[src/rtl/mc_datapath_hs.sv]
`timescale 1ns/1ps
// Multicycle RISC-V datapath with a req/ready memory handshake.
// While a memory access is outstanding, Stall freezes every architectural
// register so the controller can sit on wait-stated memories.
//
// Handshake states:
//   state  | meaning
//   S_IDLE | no access in flight; a new access is issued combinationally
//   S_WAIT | access issued, waiting for mem_ready; request fields held in latches
module mc_datapath_hs #(
  parameter int          DATA_WIDTH     = 32,
  parameter int          REG_ADDR_WIDTH = 5,
  parameter logic [31:0] RESET_PC       = 32'h0040_0000
) (
  input  logic                  clk,
  input  logic                  reset,
  input  logic                  PCWrite,
  input  logic                  RegWrite,
  input  logic                  IRWrite,
  input  logic                  MemRead,
  input  logic                  MemWrite,
  input  logic                  AdrSrc,
  input  logic [1:0]            ResultSrc,
  input  logic [1:0]            ALUSrcA,
  input  logic [1:0]            ALUSrcB,
  input  logic [3:0]            ALUControl,
  input  logic [2:0]            ImmSrc,
  output logic                  mem_req,
  output logic                  mem_we,
  output logic [DATA_WIDTH-1:0] mem_addr,
  output logic [DATA_WIDTH-1:0] mem_wdata,
  input  logic [DATA_WIDTH-1:0] mem_rdata,
  input  logic                  mem_ready,
  output logic                  Stall,
  output logic                  Zero,
  output logic                  Lt,
  output logic                  Ltu,
  output logic [6:0]            Op,
  output logic [2:0]            Funct3,
  output logic [6:0]            Funct7
);

  localparam int SHW  = $clog2(DATA_WIDTH);
  localparam int NREG = 2 ** REG_ADDR_WIDTH;

  typedef enum logic {
    S_IDLE = 1'b0,
    S_WAIT = 1'b1
  } hs_state_t;

  hs_state_t state, state_next;

  logic [DATA_WIDTH-1:0] pc, old_pc, a_reg, b_reg, alu_out, data_reg;
  logic [31:0]           ir;
  logic [DATA_WIDTH-1:0] rf [NREG];

  logic [REG_ADDR_WIDTH-1:0] ra1, ra2, wa;
  logic [DATA_WIDTH-1:0]     rd1, rd2;

  logic [DATA_WIDTH-1:0] src_a, src_b, alu_result, result, adr, imm_ext;
  logic [31:0]           imm32;
  logic [SHW-1:0]        shamt;
  logic                  lt_s, lt_u;

  logic                  access;
  logic                  req_int, stall_int, capture;
  logic [DATA_WIDTH-1:0] addr_int, wdata_int;
  logic                  we_int;
  logic [DATA_WIDTH-1:0] addr_q, wdata_q;
  logic                  we_q;
  logic                  stall;

  assign access = MemRead | MemWrite;

  // Handshake state register; reset aborts any access in flight.
  always_ff @(posedge clk or posedge reset) begin
    if (reset) state <= S_IDLE;
    else       state <= state_next;
  end

  // Handshake next state and memory-side outputs.
  always_comb begin
    state_next = state;
    req_int    = 1'b0;
    stall_int  = 1'b0;
    capture    = 1'b0;
    addr_int   = adr;
    we_int     = MemWrite;
    wdata_int  = b_reg;
    case (state)
      S_IDLE: begin
        if (access) begin
          req_int = 1'b1;
          if (!mem_ready) begin
            stall_int  = 1'b1;
            capture    = 1'b1;
            state_next = S_WAIT;
          end
        end
      end
      S_WAIT: begin
        req_int   = 1'b1;
        addr_int  = addr_q;
        we_int    = we_q;
        wdata_int = wdata_q;
        if (mem_ready) state_next = S_IDLE;
        else           stall_int  = 1'b1;
      end
      default: state_next = S_IDLE;
    endcase
  end

  // Reset forces the request and stall low even while controls are still asserted.
  assign mem_req   = req_int & ~reset;
  assign stall     = stall_int & ~reset;
  assign Stall     = stall;
  assign mem_addr  = addr_int;
  assign mem_we    = we_int;
  assign mem_wdata = wdata_int;

  // Hold the request fields stable for the whole wait period.
  always_ff @(posedge clk or posedge reset) begin
    if (reset) begin
      addr_q  <= '0;
      we_q    <= 1'b0;
      wdata_q <= '0;
    end else if (capture) begin
      addr_q  <= adr;
      we_q    <= MemWrite;
      wdata_q <= b_reg;
    end
  end

  // PC register.
  always_ff @(posedge clk or posedge reset) begin
    if (reset)                 pc <= DATA_WIDTH'(RESET_PC);
    else if (PCWrite && !stall) pc <= result;
  end

  // Instruction register and the PC it was fetched from.
  always_ff @(posedge clk or posedge reset) begin
    if (reset) begin
      ir     <= '0;
      old_pc <= '0;
    end else if (IRWrite && !stall) begin
      ir     <= mem_rdata[31:0];
      old_pc <= pc;
    end
  end

  // Always-enabled pipeline registers, frozen only by a stall.
  always_ff @(posedge clk or posedge reset) begin
    if (reset) begin
      a_reg    <= '0;
      b_reg    <= '0;
      alu_out  <= '0;
      data_reg <= '0;
    end else if (!stall) begin
      a_reg    <= rd1;
      b_reg    <= rd2;
      alu_out  <= alu_result;
      data_reg <= mem_rdata;
    end
  end

  assign ra1 = ir[15 +: REG_ADDR_WIDTH];
  assign ra2 = ir[20 +: REG_ADDR_WIDTH];
  assign wa  = ir[7 +: REG_ADDR_WIDTH];

  // Entry 0 is never written, so reading it directly always yields zero.
  assign rd1 = rf[ra1];
  assign rd2 = rf[ra2];

  // Register file write port.
  always_ff @(posedge clk or posedge reset) begin
    if (reset) begin
      for (int i = 0; i < NREG; i++) rf[i] <= '0;
    end else if (RegWrite && !stall && (wa != '0)) begin
      rf[wa] <= result;
    end
  end

  // Immediate generator: build the 32-bit field, then sign-extend.
  always_comb begin
    imm32 = 32'd0;
    case (ImmSrc)
      3'd0: imm32 = {{20{ir[31]}}, ir[31:20]};
      3'd1: imm32 = {{20{ir[31]}}, ir[31:25], ir[11:7]};
      3'd2: imm32 = {{19{ir[31]}}, ir[31], ir[7], ir[30:25], ir[11:8], 1'b0};
      3'd3: imm32 = {ir[31:12], 12'd0};
      3'd4: imm32 = {{11{ir[31]}}, ir[31], ir[19:12], ir[20], ir[30:21], 1'b0};
      default: imm32 = 32'd0;
    endcase
  end

  assign imm_ext = DATA_WIDTH'($signed(imm32));

  // ALU operand selection.
  always_comb begin
    src_a = '0;
    case (ALUSrcA)
      2'd0: src_a = pc;
      2'd1: src_a = old_pc;
      2'd2: src_a = a_reg;
      default: src_a = '0;
    endcase
    src_b = '0;
    case (ALUSrcB)
      2'd0: src_b = b_reg;
      2'd1: src_b = imm_ext;
      2'd2: src_b = DATA_WIDTH'(4);
      default: src_b = '0;
    endcase
  end

  assign shamt = src_b[SHW-1:0];
  assign lt_s  = $signed(src_a) < $signed(src_b);
  assign lt_u  = src_a < src_b;

  // ALU operation.
  always_comb begin
    alu_result = '0;
    case (ALUControl)
      4'd0: alu_result = src_a + src_b;
      4'd1: alu_result = src_a - src_b;
      4'd2: alu_result = src_a & src_b;
      4'd3: alu_result = src_a | src_b;
      4'd4: alu_result = src_a ^ src_b;
      4'd5: alu_result = {{(DATA_WIDTH-1){1'b0}}, lt_s};
      4'd6: alu_result = {{(DATA_WIDTH-1){1'b0}}, lt_u};
      4'd7: alu_result = src_a << shamt;
      4'd8: alu_result = src_a >> shamt;
      4'd9: alu_result = $unsigned($signed(src_a) >>> shamt);
      default: alu_result = '0;
    endcase
  end

  assign Zero = (alu_result == '0);
  assign Lt   = lt_s;
  assign Ltu  = lt_u;

  // Result and memory address selection.
  always_comb begin
    result = '0;
    case (ResultSrc)
      2'd0: result = alu_out;
      2'd1: result = data_reg;
      2'd2: result = alu_result;
      default: result = imm_ext;
    endcase
    adr = AdrSrc ? result : pc;
  end

  assign Op     = ir[6:0];
  assign Funct3 = ir[14:12];
  assign Funct7 = ir[31:25];

endmodule
[config.mk]
export PLATFORM = sky130hd
export DESIGN_NAME = mc_datapath_hs
export DESIGN_NICKNAME = d
export VERILOG_FILES = /design/src/rtl/mc_datapath_hs.sv
export SDC_FILE = /design/constraint.sdc
export NUM_CORES = 2
export LEC_CHECK = 0
export BUFFER_PORTS_ARGS = -buffer_cell sky130_fd_sc_hd__buf_2
export CAP_MARGIN = 0
export CORE_ASPECT_RATIO = 2
export CORE_MARGIN = 3
export CORE_UTILIZATION = 66
export CTS_BUF_LIST = sky130_fd_sc_hd__clkbuf_4
export DETAILED_ROUTE_END_ITERATION = 10
export PLACE_DENSITY = 0.83
export SLEW_MARGIN = 0
export SYNTH_ARGS = -nofsm -noshare
export SYNTH_HDL_FRONTEND = slang
export SYNTH_SLANG_ARGS = --single-unit
[constraint.sdc]
create_clock -name clk -period 54.2 [get_ports clk]
set_input_delay 10.84 -clock clk [delete_from_list [all_inputs] [get_ports clk]]
set_output_delay 10.84 -clock clk [all_outputs]
set_load 0.03 [all_outputs]
==> results.sh, run 1 <==
export IMPL_die_x_um=244
export IMPL_netlist_instances=6794
export IMPL_die_y_um=482
export IMPL_synth_compound_area_share_pct=12.4
export IMPL_synthSimpleGateAreaFrac_pct=9.40
export IMPL_num_rows=174
export IMPL_synth_avg_cell_area_um2=11.0
export IMPL_muxShareOfSynthArea_pct=28.0
export IMPL_start_util_pct=66.5
export IMPL_yosysWarnings=0
export IMPL_antenna_found_initial=46
export IMPL_synth_area_leader_cell="dfrtp_1"
export IMPL_grt_overflow_total=11
export IMPL_cts_resized=0
export IMPL_grt_max_degree=175
export IMPL_gp_congestion=1.11
export IMPL_synth_top_family_by_area="multiplexers"
export IMPL_synth_top_cells_by_area="dfrtp_1 (44%), mux4_2 (20%), o21ai_0 (6.5%)"
export IMPL_root_buffer="clkbuf_4"
export IMPL_post_cts_setup_buffers=0
export IMPL_synth_top_cell_area_share_pct=43.9
export IMPL_status="stopped before the end"
export IMPL_ys_ff_latch=1314
export IMPL_yosys_top_cells_count="dfrtp_1 (1313), nand2_1 (1221), o21ai_0 (966)"
export IMPL_synth_net_count=6948
export IMPL_clockBufferDepth=4
export IMPL_grt_use_total_pct=71.8
export IMPL_async_flop_share_pct=100
export IMPL_stop_error="[ERROR GRT-0232] Routing congestion too high. Check the congestion heatmap in the GUI."
export IMPL_post_place_ws_ns=24.21
export IMPL_synth_xor_area_share_pct=0.304
export IMPL_cts_buffers=306
export IMPL_num_io_pins=141
export IMPL_cts_sinks=1314
export IMPL_htreeDepth=5
export IMPL_synth_edf_count=0
export IMPL_ys_seq_area_share_pct=43.9
export IMPL_synthAdderAreaFrac_pct=1.69
export IMPL_synth_most_common_cell="dfrtp_1"
export IMPL_hold_buffers=0
export IMPL_post_dp_hpwl_um=220000
export IMPL_synth_ff_type="dfrtp_1"
export IMPL_synthDistinctLibCells=89
export IMPL_port_buffers=140
export IMPL_synth_area_mm2=0.0749
export IMPL_stop_stage="global routing (5_1_grt)"
-- cells by family after synthesis --
family | after synthesis
buf+inv | 823
xor+xnor | 26
fa+ha+maj | 100
mux | 1225
compound gates | 1594
simple gates | 1712
flops | 1314
-- through the flow --
stage	cell area (um^2)	instances
CTS	80100	8429
floorplan	74900	6794
global placement	76500	7928
detailed placement	76500	7928
-- per-layer routing --
layer	GRT usage, %	overflow
met5	22.0	0
met4	75.9	6
met3	53.5	0
met2	91.9	5
met1	68.8	0
==> run 2: changes to the inputs <==
Settings changed: CORE_ASPECT_RATIO 2 to default, CORE_UTILIZATION 66 to 40, CTS_BUF_LIST sky130_fd_sc_hd__clkbuf_4 to default, PLACE_DENSITY 0.83 to default, PLACE_DENSITY_LB_ADDON from default to 0.15.
==> run 2 against run 1 <==
  * The flow now finishes without violations
  * Synthesized cell count unchanged
  * Synthesized area unchanged
==> results.sh, run 2 <==
export IMPL_status="complete, no violations"
export IMPL_cts_tree="built"
export IMPL_vias=56700
export IMPL_hold_path_class="reg -> reg"
export IMPL_netlist_instances=6794
export IMPL_dr_pass1_iters=6
export IMPL_fillCellCount=17500
export IMPL_wl_per_cell_um=32.3
export IMPL_drive_above_1_share_pct=25.2
export IMPL_num_rows=158
export IMPL_max_slew_margin_pct=19.5
export IMPL_synthToLayoutAreaGrowth_pct=10.3
export IMPL_grt_pass1_vias=55900
export IMPL_final_nets=6715
export IMPL_power_density_mw_per_mm2=46.6
export IMPL_yosysWarnings=0
export IMPL_final_cell_mix="dfrtp_1 (1302), nand2_1 (1200), o21ai_0 (955)"
export IMPL_synth_net_count=6948
export IMPL_vias_per_cell=6.19
export IMPL_register_area_mm2=0.0329
export IMPL_gp_congestion=1.03
export IMPL_setup_viol=0
export IMPL_post_dp_hpwl_um=192000
export IMPL_cap_violations=0
export IMPL_synth_edf_count=0
export IMPL_routed_wirelength_um=296000
export IMPL_r2r_setup_slack_ns=46.32
export IMPL_tightest_slew_ns=1.20
export IMPL_postRouteAntennaNets=0
export IMPL_p_leak_nw=36.0
export IMPL_setup_worst_path_start_class="input port"
export IMPL_synth_area_leader_cell="dfrtp_1"
export IMPL_rsz0062_at_grt="no"
export IMPL_yosys_top_cells_count="dfrtp_1 (1313), nand2_1 (1221), o21ai_0 (966)"
export IMPL_synth_top_cells_by_area="dfrtp_1 (44%), mux4_2 (20%), o21ai_0 (6.5%)"
export IMPL_fin_crit_ns=29.72
export IMPL_slew_viol_final=0
export IMPL_synth_area_mm2=0.0749
export IMPL_post_cts_setup_buffers=0
export IMPL_grt_overflow_total=0
export IMPL_num_io_pins=141
export IMPL_synth_top_cell_area_share_pct=43.9
export IMPL_async_flop_share_pct=100
export IMPL_grt_max_degree=171
export IMPL_finalCritPeriodShare_pct=54.8
export IMPL_hp_start="rf[1005]"
export IMPL_antenna_found_initial=11
export IMPL_grt_use_total_pct=30.6
export IMPL_clockBufferDepth=3
export IMPL_holdPathStages=0
export IMPL_die_y_um=439
export IMPL_final_common_cell="dfrtp_1"
export IMPL_crit_type="in -> out"
export IMPL_critPathArrivalTime_ns=18.88
export IMPL_clock_skew_ns=0.0357
export IMPL_grt_pass1_wl_um=424000
export IMPL_synth_most_common_cell="dfrtp_1"
export IMPL_critPathMaxFanout=60
export IMPL_synth_ff_type="dfrtp_1"
export IMPL_drc=0
export IMPL_final_hold_viol_count=0
export IMPL_rr_endpoint="addr_q[27]"
export IMPL_die_area_mm2=0.192
export IMPL_largest_reg_flops=1024
export IMPL_start_util_pct=40.3
export IMPL_fmax_ghz=0.0337
export IMPL_reg2reg_depth=16
export IMPL_cts_buffers=148
export IMPL_synthDistinctLibCells=89
export IMPL_holdPathEnd="rf[1005]"
export IMPL_ir_worst_vdd_mv=0.0361
export IMPL_port_buffers=140
export IMPL_ys_ff_latch=1314
export IMPL_crit_path_top_delay_cell="nor4_1"
export IMPL_path_clk_slew_ns=0.06
export IMPL_crit_chain="buf_2, buf_4, inv_1, nor4_1, nor2_1, buf_4, ha_1, inv_1, nand4_1, a211oi_1, o311ai_0, a31oi_1, o22ai_1, a221o_1, a2111oi_0, mux4_2, o21ai_0, mux2_2, buf_2"
export IMPL_drt_iter0_drc=5725
export IMPL_die_x_um=439
export IMPL_htreeDepth=4
export IMPL_critPathRequiredTime_ns=43.36
export IMPL_core_mm2=0.186
export IMPL_hold_buffers=0
export IMPL_setup_tns_ns=0
export IMPL_synth_avg_cell_area_um2=11.0
export IMPL_cpPeakStageDelay_ns=0.94
export IMPL_insertion_delay_ns=0.81
export IMPL_whs_ns=0.392
export IMPL_root_buffer="clkbuf_16"
export IMPL_multi_input_area_mm2=0.0391
export IMPL_ys_seq_area_share_pct=43.9
export IMPL_reg2reg_from="ir[10]"
export IMPL_cts_sinks=1314
export IMPL_regMostFlops="rf"
export IMPL_cts_resized=0
export IMPL_crit_path_end_kind="output pin"
## run 2: cell counts after synthesis
No cell type changed its count.
## run 2: cell families after synthesis
kind of cell,after synthesis,synth area share [%]
buffers and inverters,823,4.34
and+or+nand+nor,1712,9.40
DFF,1314,43.9
xor gates and xnor gates,26,0.304
muxes,1225,28.0
adders and majority gates,100,1.69
AOI/OAI and AO/OA,1594,12.4
## run 2: worst max-delay path by stage
stage	start	to	slack, ns
4_1_cts	ALUSrcB[0]	mem_addr[27]	24.69
3_3_place_gp	ALUSrcB[0]	mem_addr[27]	24.70
2_1_floorplan	reset	a_reg[0]	6.32
6_report	ALUSrcB[0]	mem_addr[27]	24.48
3_5_place_dp	ALUSrcB[0]	mem_addr[27]	24.72
5_1_grt	ALUSrcB[0]	mem_addr[27]	24.04
## run 2: worst max-delay path: cells and delay by family
family / cells / cell delay [ns]
compound gates: 7 / 3.26
buf+inv: 6 / 1.60
mux: 2 / 1.32
simple gates: 3 / 1.29
fa+ha+maj: 1 / 0.41
## run 2: final cells by class
| type | count | share of cell area [%] |
|---|---|---|
| multi-input combinational | 4657 | 47.4 |
| sequential | 1314 | 39.9 |
| clock buffer | 228 | 5.30 |
| tap | 2480 | 3.76 |
| timing repair buffer | 314 | 2.52 |
| inverter | 126 | 0.588 |
| clock inverter | 38 | 0.568 |
| antenna | 10 | 0.0303 |
## run 2: metal layers
metal  GRT usage (%)  part of all wire (%)  vias to the layer above
li1                -                     -                    24400
met2            49.0                    47                     2258
met1            40.8                    41                    29500
met4            14.0                   5.4                        4
met5               0                0.0057                        -
met3            5.22                   6.4                      600
## run 2: per-stage QoR
stage | area [um^2] | setup slack, ns | utilization, % | std cells | power, mW
floorplan | 74900 | 6.32 | - | 6794 | 2.37
global placement | 77700 | 24.70 | 41.8 | 8891 | 2.80
detailed placement | 77700 | 24.72 | 41.8 | 8891 | 2.83
CTS | 82600 | 24.69 | 44.4 | 9157 | 3.86
global route | 82600 | 24.04 | 44.4 | 9157 | 4.04
finish | 82600 | 24.48 | 44.4 | 9167 | 3.85
## run 2: report_power, final
group	switching, mW	internal, mW
logic	0.702	0.581
registers	0.267	1.28
clock network	0.431	0.591
No activity file was read; power rests on OpenSTA's default activity.
